[src/rtl/keypad_scan_entry.sv]
// 4x4 matrix keypad scanner with debounce and a 16-bit hex entry shift register.
// Columns are strobed active-low one at a time; rows are read through a
// 2-flop synchronizer. A key is accepted after DEBOUNCE_SCANS identical
// single-key scans and its code is shifted into the low nibble of value.
module keypad_scan_entry #(
  parameter int unsigned SCAN_TICKS     = 12000,
  parameter int unsigned DEBOUNCE_SCANS = 8
) (
  input  logic        CLK,
  input  logic        RST,
  input  logic [3:0]  KEY_ROW,
  output logic [3:0]  KEY_COL,
  input  logic        CLR,
  output logic [15:0] value,
  output logic [3:0]  key_code,
  output logic        key_valid,
  output logic        key_held
);

  localparam int unsigned TW = $clog2(SCAN_TICKS);

  typedef enum logic [1:0] {
    IDLE,
    DEBOUNCE,
    HELD,
    RELEASE
  } state_t;

  logic [3:0]    row_meta;
  logic [3:0]    row_sync;
  logic [TW-1:0] tick;
  logic [1:0]    col;
  logic [15:0]   snapshot;
  logic [15:0]   snap_full;
  logic          tick_end;
  logic          scan_end;

  logic [4:0]    hits;
  logic [3:0]    hit_code;
  logic          snap_none;
  logic          snap_single;

  state_t        state;
  state_t        state_nx;
  logic [3:0]    cand;
  logic [3:0]    cand_nx;
  logic [3:0]    cnt;
  logic [3:0]    cnt_nx;
  logic          accept;

  assign tick_end = (tick == TW'(SCAN_TICKS - 1));
  assign scan_end = tick_end && (col == 2'd3);
  assign KEY_COL  = ~(4'b0001 << col);
  assign key_held = (state == HELD) || (state == RELEASE);

  // Two-stage synchronizer for the asynchronous row inputs.
  always_ff @(posedge CLK) begin
    if (RST) begin
      row_meta <= '1;
      row_sync <= '1;
    end else begin
      row_meta <= KEY_ROW;
      row_sync <= row_meta;
    end
  end

  // Column strobe sequencer; captures the rows of the active column at its last tick.
  always_ff @(posedge CLK) begin
    if (RST) begin
      tick     <= '0;
      col      <= '0;
      snapshot <= '0;
    end else if (tick_end) begin
      tick                   <= '0;
      col                    <= col + 2'd1;
      snapshot[col*4 +: 4]   <= ~row_sync;
    end else begin
      tick <= tick + TW'(1);
    end
  end

  // Full-scan view at scan end: column 3 comes straight from the synchronizer
  // since its snapshot slot is only written on this same edge.
  always_comb begin
    snap_full        = snapshot;
    snap_full[15:12] = ~row_sync;
  end

  // Count pressed keys in the scan and derive the code of the (last) hit.
  // Snapshot index is col*4+row while the key code is row*4+col.
  always_comb begin
    hits     = '0;
    hit_code = '0;
    for (int unsigned i = 0; i < 16; i++) begin
      if (snap_full[i]) begin
        hits     = hits + 5'd1;
        hit_code = {i[1:0], i[3:2]};
      end
    end
    snap_none   = (hits == 5'd0);
    snap_single = (hits == 5'd1);
  end

  // Debounce FSM state register.
  always_ff @(posedge CLK) begin
    if (RST) begin
      state <= IDLE;
      cand  <= '0;
      cnt   <= '0;
    end else begin
      state <= state_nx;
      cand  <= cand_nx;
      cnt   <= cnt_nx;
    end
  end

  // Debounce FSM next-state logic, evaluated only at scan end.
  always_comb begin
    state_nx = state;
    cand_nx  = cand;
    cnt_nx   = cnt;
    accept   = 1'b0;
    if (scan_end) begin
      case (state)
        IDLE: begin
          if (snap_single) begin
            state_nx = DEBOUNCE;
            cand_nx  = hit_code;
            cnt_nx   = 4'd1;
          end
        end
        DEBOUNCE: begin
          if (snap_single && (hit_code == cand)) begin
            if (cnt + 4'd1 == 4'(DEBOUNCE_SCANS)) begin
              accept   = 1'b1;
              state_nx = HELD;
              cnt_nx   = '0;
            end else begin
              cnt_nx = cnt + 4'd1;
            end
          end else begin
            state_nx = IDLE;
            cnt_nx   = '0;
          end
        end
        HELD: begin
          if (snap_none) begin
            state_nx = RELEASE;
            cnt_nx   = 4'd1;
          end
        end
        RELEASE: begin
          if (snap_none) begin
            if (cnt + 4'd1 == 4'(DEBOUNCE_SCANS)) begin
              state_nx = IDLE;
              cnt_nx   = '0;
            end else begin
              cnt_nx = cnt + 4'd1;
            end
          end else begin
            state_nx = HELD;
            cnt_nx   = '0;
          end
        end
        default: begin
          state_nx = IDLE;
          cnt_nx   = '0;
        end
      endcase
    end
  end

  // Entry register and key outputs; CLR together with an accept clears then shifts.
  always_ff @(posedge CLK) begin
    if (RST) begin
      value     <= '0;
      key_code  <= '0;
      key_valid <= 1'b0;
    end else begin
      key_valid <= accept;
      if (accept) begin
        key_code <= cand;
        value    <= {(CLR ? 12'h000 : value[11:0]), cand};
      end else if (CLR) begin
        value <= '0;
      end
    end
  end

endmodule
[config.mk]
export PLATFORM = sky130hd
export DESIGN_NAME = keypad_scan_entry
export DESIGN_NICKNAME = d
export VERILOG_FILES = /design/src/rtl/keypad_scan_entry.sv
export SDC_FILE = /design/constraint.sdc
export NUM_CORES = 1
export LEC_CHECK = 0
export ABC_AREA = 1
export CAP_MARGIN = 20
export CORE_ASPECT_RATIO = 0.8
export CORE_MARGIN = 2
export CORE_UTILIZATION = 40
export DETAILED_ROUTE_END_ITERATION = 8
export GPL_TIMING_DRIVEN = 0
export PLACE_DENSITY = 0.59
export REMOVE_ABC_BUFFERS = 1
export SLEW_MARGIN = 20
export SYNTH_ARGS = -nofsm -noshare
export SYNTH_HDL_FRONTEND = slang
export SYNTH_SLANG_ARGS = --single-unit
[constraint.sdc]
create_clock -name CLK -period 18.1 [get_ports CLK]
set_input_delay 1.81 -clock CLK [delete_from_list [all_inputs] [get_ports CLK]]
set_output_delay 1.81 -clock CLK [all_outputs]
set_load 0.1 [all_outputs]
**Word-level counts from Yosys, hierarchy flattened**

Index checks and enable logic that the tools add are counted.

- Reductions and logical operators: 10
- Bitwise operators: 2
- Add/sub/neg operators: 19
- Shift operators: 3
- Eq/ne operators: 12
- Muxes and demuxes: 52

Operators with widths:

| kind | number |
|---|---|
| 4-bit two-way mux | 19 |
| 5-bit by 1-bit adder with 5-bit output, second input constant | 15 |
| 5-bit two-way mux | 15 |
| 4-bit negator with 34-bit output | 1 |
| 4-bit by 34-bit variable shift with 16-bit output, first input constant | 1 |
| 4-bit by 34-bit indexed part select with 16-bit output | 1 |
| 16-bit two-way mux | 2 |
| 16-bit bitwise mux | 1 |
| 4-bit one-hot mux with 4 select lines | 1 |
| 14-bit by 1-bit adder with 14-bit output, second input constant | 1 |
| 14-bit equality test, second input constant | 1 |
| 12-bit two-way mux | 1 |
| 2-bit two-way mux | 6 |
| 4-bit inverter | 2 |
| 2-bit one-hot mux with 4 select lines | 1 |
| 2-bit equality test, second input constant | 3 |
| 3-bit AND reduction | 2 |
| 5-bit by 1-bit equality test with 1-bit output, second input constant | 1 |
| 5-bit zero test | 1 |
| 1-bit two-way mux | 5 |
| 5-bit AND reduction | 1 |
| 4-bit by 1-bit adder with 4-bit output, second input constant | 1 |
| 4-bit equality test | 1 |
| 4-bit equality test, second input constant | 1 |
| other kinds (12) | 14 |

- Output and inout bits: 26
- Register bits after elaboration: 71

**Longest topological paths before layout**

Gate-level depths: netlist of the first run.

- Depth after elaboration: 37
- Gate-level depth with buffers: 60

**Least setup slack after synthesis of the first run**

OpenSTA, ideal clock, no wires.

- Path kind: flip-flop to flip-flop
- Start: register snapshot[0]
- End: register value[9]
- Path slack: 10.081 ns
- Data arrival time: 7.897 ns
- Cell stages (with the launch flop): 59
- Cells stage by stage: dfxtp_1 > inv_1 > ha_1 > inv_1 > nand2_2 > nand2_1 > inv_1 > ha_1 > nand2_1 > nand2_1 > ha_1 > or2_1 > nand2_1 > inv_1 > ha_1 > nand2_1 > nand2_2 > ha_1 > (+23 left out) > inv_1 > ha_1 > or2_2 > a21boi_1 > ha_1 > nand2_1 > inv_1 > nand3_1 > nor2_2 > nand3_1 > nand3_4 > nor2_8 > nand3_4 > inv_2 > nand2_4 > buf_4 > o21ai_1 > a21oi_1

- Longest elaborated chain between the ends: 37

Ends and longest elaborated chain:

| item | line | source |
|---|---|---|
| start: declaration | 33 | `logic [15:0] snapshot;` |
| start signal: indexed assignment | 76 | `snapshot[col*4 +: 4] <= ~row_sync;` |
| 1-bit two-way mux * | 95 | `if (snap_full[i]) begin` |
| 5-bit by 1-bit adder with 5-bit output | 96 | `hits = hits + 5'd1;` |
| 5-bit two-way mux * | 95 |  |
| 5-bit by 1-bit adder with 5-bit output | 96 |  |
| 5-bit two-way mux * | 95 |  |
| 5-bit by 1-bit adder with 5-bit output | 96 |  |
| 5-bit two-way mux * | 95 |  |
| 5-bit by 1-bit adder with 5-bit output | 96 |  |
| (+21 left out) | -- |  |
| 5-bit by 1-bit adder with 5-bit output | 96 |  |
| 5-bit two-way mux * | 95 |  |
| 5-bit by 1-bit equality test with 1-bit output * | 101 | `snap_single = (hits == 5'd1);` |
| 1-bit logical AND * | 133 | `if (snap_single && (hit_code == cand)) begin` |
| 1-bit two-way mux * | 133 |  |
| 1-bit two-way mux * | 124 | `case (state)` |
| 1-bit two-way mux * | 123 | `if (scan_end) begin` |
| 16-bit two-way mux or 2-bit nonzero test (tied branches) | -- |  |
| end signal: assignment | 183 | `value <= {(CLR ? 12'h000 : value[11:0]), cand};` |
| end: declaration | 14 | `output logic [15:0] value,` |

Every way passes the cells marked *; elsewhere a longest branch is shown, timed or not.
A chain may end at the register's enable or synchronous reset.

**Final worst setup path of the first run**

- Start: register snapshot[0]
- End: register value[10]

The elaborated chain is that of the path after synthesis.

==> results_dict.tcl, run 1 <==
set metrics [dict create \
    status "finished clean" \
    clock_sinks 67 \
    numCtsBuffers 9 \
    yosys-top-cells-count "nand2_1, inv_1, dfxtp_1" \
    ys_types 46 \
    syn_area_per_cell_sq_um 6.680 \
    synth-edff-count 0 \
    yosysWarnings 0 \
    crit_fanout 22 \
    drt_iter0_markers 170 \
    worst_path_max_delay_cell "ha_1" \
    cpPeakStageDelay_ns 0.34 \
    syn_area_sq_um 4669 \
    drive_gt1_share_pct 17.10 \
    postRouteAntennaNets 0 \
    vias_per_cell 4.753 \
    gr-total-overflow 0 \
    numPortBuffers 32 \
    first_pass_iters 4 \
    grt_usage_pct 16.38 \
    tns_ns 0 \
    yosysSeqAreaShare_pct 28.72 \
    place_congestion 0.8294 \
    cap_violations 0 \
    synth_area_leaders "dfxtp_1, nand2_1, inv_1, nand2_2, ha_1" \
    synth_flop_cell "dfxtp_1" \
    io_pins 33 \
    floorplan.initialDensity_pct 40.85 \
    clk_latency_ns 0.34 \
    yosys.area.top_type "dfxtp_1" \
    p_per_area_nw_per_um2 60.39 \
    post_cts_resized 0 \
    antenna_found_initial 0 \
    fin_crit_ns 8.781 \
    clk_pin_slew_worst_paths_ns 0.06 \
    post_cts_buffers 0 \
    cts.path.max_buffers 2 \
    die_area_sq_um 12560 \
    cp-start-kind "flip-flop" \
    wl_microns 9787 \
    max-vdd-ir-drop_mv 0.05783 \
    core_sq_um 11430 \
    fmax_mhz 113.9 \
    slew_headroom_pct 34.47 \
    grt_max_degree 37 \
    fin_util_pct 47.04 \
    area_delta_synth_final_pct 15.14 \
    p_leak_nw 2.665 \
    cts_tree "yes" \
    synth_seq_cells 67 \
    yosysMostFrequentCell "nand2_1" \
    htreeDepth 3 \
    cts_hold_buf 0 \
    post-route-period-util_pct 48.51 \
    postPlaceCellArea_sq_um 5107 \
    yosysTopAreaCellShare_pct 28.72 \
    crit_arrival_ns 9.04 \
    nets 761 \
    rsz0062_at_grt "false" \
    grt_pass1_vias 3863 \
    die_w_microns 124.8 \
    crit_top_cell "nand2_1" \
    min_path_type "flip-flop to flip-flop" \
    setup_ws_ns 9.319 \
    cp-end-kind "flip-flop" \
    maxSlewViolCount 0 \
    finalClockSkew_ns 0.007728 \
    finalSetupViolations 0 \
    netlist_instances 699 \
    root_buffer "clkbuf_16" \
    hold_viol 0 \
    num_rows 35 \
    worstMarginPinSlew_ns 0.9799 \
    route.detailed.drc 0 \
    dp_worst_setup_slack_ns 9.314 \
    post_drt_wl_per_cell_microns 11.06 \
    grt_pass1_wl_microns 17110 \
    async_flop_share_pct 0 \
    crit_type "flip-flop to flip-flop" \
    timing.critical_path.required_ns 18.36 \
    antenna_cells 0 \
    num_vias 4206 \
    die_y_microns 100.6 \
    dp_hpwl_microns 7713 \
    post-route-cell-area_sq_um 5376 \
]
area by class of cell:
class                   count  area, sq um
fillers                  1142         6053
multi-input cells         502         2810
flip-flops and latches     67         1341
inverters                 120        455.4
repair buffers             32        315.3
clock buffers               9        225.2
well taps                 148        185.2
clock inverters             7        43.79
report_power, final:
group / total, mW / leakage, nW / switching, mW / internal (mW)
logic: 0.0150 / 1.99 / 0.00916 / 0.00581
clock network: 0.160 / 0.131 / 0.0676 / 0.0920
registers: 0.150 / 0.542 / 0.00120 / 0.149
total: 0.325 / 2.66 / 0.0779 / 0.247
cells in the final DEF (no fill, tap or decap), types with 2 or more instances in the layout:
cell	instances
a211oi_1	15
a21boi_0	3
a21boi_1	2
a21oi_1	45
a31oi_1	4
clkbuf_16	9
clkdlybuf4s50_1	31
clkinv_2	4
clkinvlp_4	2
dfxtp_1	67
ha_1	22
inv_1	109
inv_2	9
nand2_1	143
nand2_2	53
nand2_4	3
nand3_1	44
nand3_2	19
nand3_4	3
nand3b_1	3
nand3b_2	2
nand4_1	5
nor2_1	65
nor2_2	4
nor3_1	8
nor3b_1	2
nor4_1	2
o21ai_0	16
o21ai_1	13
or2_2	11
xnor2_1	2
xor2_1	2
through the flow:
step                      total power, mW  std cells  hold WS (ns)
after floorplan                    0.1635        689        0.3895
after global placement             0.1682        869        0.3968
after detailed placement           0.1683        869        0.3976
after CTS                          0.3283        885        0.4126
after global routing               0.3375        885        0.4321
final                              0.3247        885        0.4139
worst paths after layout:
path          startpoint          end  slack [ns]  cells past startpoint
max          snapshot[0]    value[10]        9.32                     58
min          row_meta[2]  row_sync[2]        0.41                      1
max reg2reg  snapshot[0]    value[10]        9.32                     58
min reg2reg  row_meta[2]  row_sync[2]        0.41                      1
cells by family after synthesis:
kind of cell               synth area share, %
muxes                                   0.2144
DFF                                      28.72
buffers and inverters                    11.09
AOI/OAI and AO/OA                        12.73
adders and majority gates                5.895
xor gates and xnor gates                 1.099
and+or+nand+nor                          40.25
registers in the layout, summed over array words and instances (netlist names):
signal	flops
state	2
value	16
col	2
snapshot	12
key_code	4
cnt	4
tick	14
key_valid	1
row_meta	4
row_sync	4
cand	4
metal layers:
layer,wire (microns),vias up,share of wire (%),track usage (%)
met4,98,0,1.0,4.494
met1,5360,1875,55,22.72
li1,-,2295,-,-
met2,4078,26,42,25.60
met3,250,10,2.6,3.875
met5,0,-,0,0
worst max-delay path: cells and delay by family (launching register included):
kind / cells / cell delay, ns
adder cells (fa/ha/maj): 14 / 3.76
AND/OR/NAND/NOR: 32 / 3.39
buffers and inverters: 8 / 0.68
AO/OA/AOI/OAI: 4 / 0.51
flip-flops: 1 / 0.33
Note: power is estimated with default switching activity, not from simulation.
==> inputs of run 2 (changes only) <==
- PLACE_DENSITY: 0.59 -> 0.61
- clock period: 18.1 -> 7.7 ns (I/O delays scaled with it)
==> run 2 against run 1 <==
  * Critical endpoint is now value[13]
  * Clock-buffer cell count grew 3
  * First-iteration DRC count grew 28%
  * Combinational power grew to 2.9 times the previous value
  * Sequential power increased by 140%
  * Clock power grew to 2.8 times the previous value
  * Non-clock buffer count up 40
  * Fmax up 14%
  * Clock skew shrank 0.0013 ns
  * Power increased to 2.6 times the previous value
  * The flow now finishes with violations (setup timing)
==> results_dict.tcl, run 2 (synthesized netlist as in run 1, its figures left out) <==
set metrics [dict create \
    gr-total-overflow 0 \
    cap_violations 0 \
    violations "setup timing" \
    cpPeakStageDelay_ns 0.33 \
    crit_top_cell "nand2_4" \
    top_regs "value (16), tick (14), snapshot (12)" \
    post_drt_wl_per_cell_microns 12.80 \
    fmax_mhz 129.5 \
    cp-end-kind "flip-flop" \
    postRouteAntennaNets 0 \
    setup_ws_ns -0.02201 \
    post-route-cell-area_sq_um 6355 \
    antenna_found_initial 0 \
    cts_tree "yes" \
    maxSlewViolCount 0 \
    crit_arrival_ns 7.98 \
    path_delay_family "adder cells" \
    worstMarginPinSlew_ns 1.036 \
    htreeDepth 3 \
    grt_usage_pct 18.57 \
    largest_reg_flops 16 \
    io_pins 33 \
    timing.hold.ws_ns 0.4076 \
    fin_crit_ns 7.722 \
    die_area_sq_um 12560 \
    clk_latency_ns 0.33 \
    min_path_type "flip-flop to flip-flop" \
    die_y_microns 100.6 \
    die_w_microns 124.8 \
    reg2reg_depth 58 \
    wl_microns 11890 \
    numPortBuffers 32 \
    numCtsBuffers 9 \
    drt_iter0_markers 217 \
    grt_max_degree 37 \
    drive_gt1_share_pct 30.73 \
    vias_per_cell 4.915 \
    cp-start-kind "flip-flop" \
    grt_pass1_vias 4332 \
    path_depth 58 \
    p_per_area_nw_per_um2 132.9 \
    clock_sinks 67 \
    critPathBufInv 8 \
    worst_path_max_delay_cell "dfxtp_2" \
    finalSetupViolations 3 \
    core_sq_um 11430 \
    antenna_cells 0 \
    nets 805 \
    grt_pass1_wl_microns 19400 \
    regMostFlops "value" \
    postPlaceCellArea_sq_um 5107 \
    timing.critical_path.required_ns 7.96 \
    finalClockSkew_ns 0.006462 \
    p_leak_nw 3.073 \
    fin_util_pct 55.60 \
    post-route-period-util_pct 100.3 \
    layout_common_cells "nand2_1, inv_1, dfxtp_1" \
    rsz0062_at_grt "true" \
    floorplan.initialDensity_pct 40.85 \
    tns_ns -0.03167 \
    first_pass_iters 4 \
    holdPathStages 1 \
    cts_hold_buf 0 \
    route.detailed.drc 0 \
    root_buffer "clkbuf_16" \
    hold_viol 0 \
    status "finished, violations left" \
    num_vias 4566 \
    clk_pin_slew_worst_paths_ns 0.05 \
    area_delta_synth_final_pct 36.09 \
    crit_type "flip-flop to flip-flop" \
    crit_fanout 8 \
    place_congestion 0.8371 \
    max-vdd-ir-drop_mv 0.1011 \
    cts.path.max_buffers 2 \
    num_rows 35 \
    dp_hpwl_microns 7781 \
    slew_headroom_pct 30.70 \
    layout_commonest_cell "nand2_1" \
]
run 2: layout make-up:
cell class / count / area, sq um
clock buffer: 12 / 256.5
clock inverter: 4 / 72.57
fill: 1038 / 5075
inverter: 120 / 473.0
multi-input combinational: 505 / 3361
sequential: 67 / 1344
tap: 148 / 185.2
timing repair buffer: 72 / 651.9
timing repair inverter: 1 / 11.26
run 2: final timing paths:
path	from	to	slack, ns
max	snapshot[1]	value[13]	-0.02
min	row_meta[2]	row_sync[2]	0.41
max reg2reg	snapshot[1]	value[13]	-0.02
min reg2reg	row_meta[2]	row_sync[2]	0.41
run 2: power breakdown:
part           switching [mW]  total [mW]  internal [mW]
clock                   0.148       0.449          0.301
sequential            0.00308       0.353          0.350
combinational          0.0256      0.0429         0.0173
total                   0.177       0.845          0.668
run 2: what timing repair did:
| action | in CTS | in global routing |
|---|---|---|
| pin swaps | 40 | 40 |
| gates cloned | 4 | 0 |
| endpoints found under the setup margin | 31 | 31 |
| buffers inserted | 30 | 12 |
| resized for setup | 64 | 56 |
run 2: metrics by stage:
step	power, mW	instances	setup slack, ns
after floorplan	0.3844	689	-0.3424
after global placement	0.3951	869	-0.9096
after detailed placement	0.3956	869	-1.102
after CTS	0.8472	919	0.04606
after global routing	0.8707	929	-0.3028
final	0.8447	929	-0.02201
run 2: routing by layer:
| layer | vias to the layer above | part of all wire, % | GRT usage, % |
|---|---|---|---|
| met1 | 2099 | 48 | 23.89 |
| met5 | - | 0 | 0 |
| li1 | 2389 | - | - |
| met4 | 0 | 1.2 | 5.445 |
| met3 | 16 | 3.0 | 2.972 |
| met2 | 62 | 48 | 32.41 |
==> inputs of run 3 (changes only) <==
- ABC_CLOCK_PERIOD_IN_PS: not set -> 7700
- CTS_CLUSTER_SIZE: not set -> 30
==> results of run 3 <==
Same layout as run 2: the final DEF is identical, and so are final timing and power.
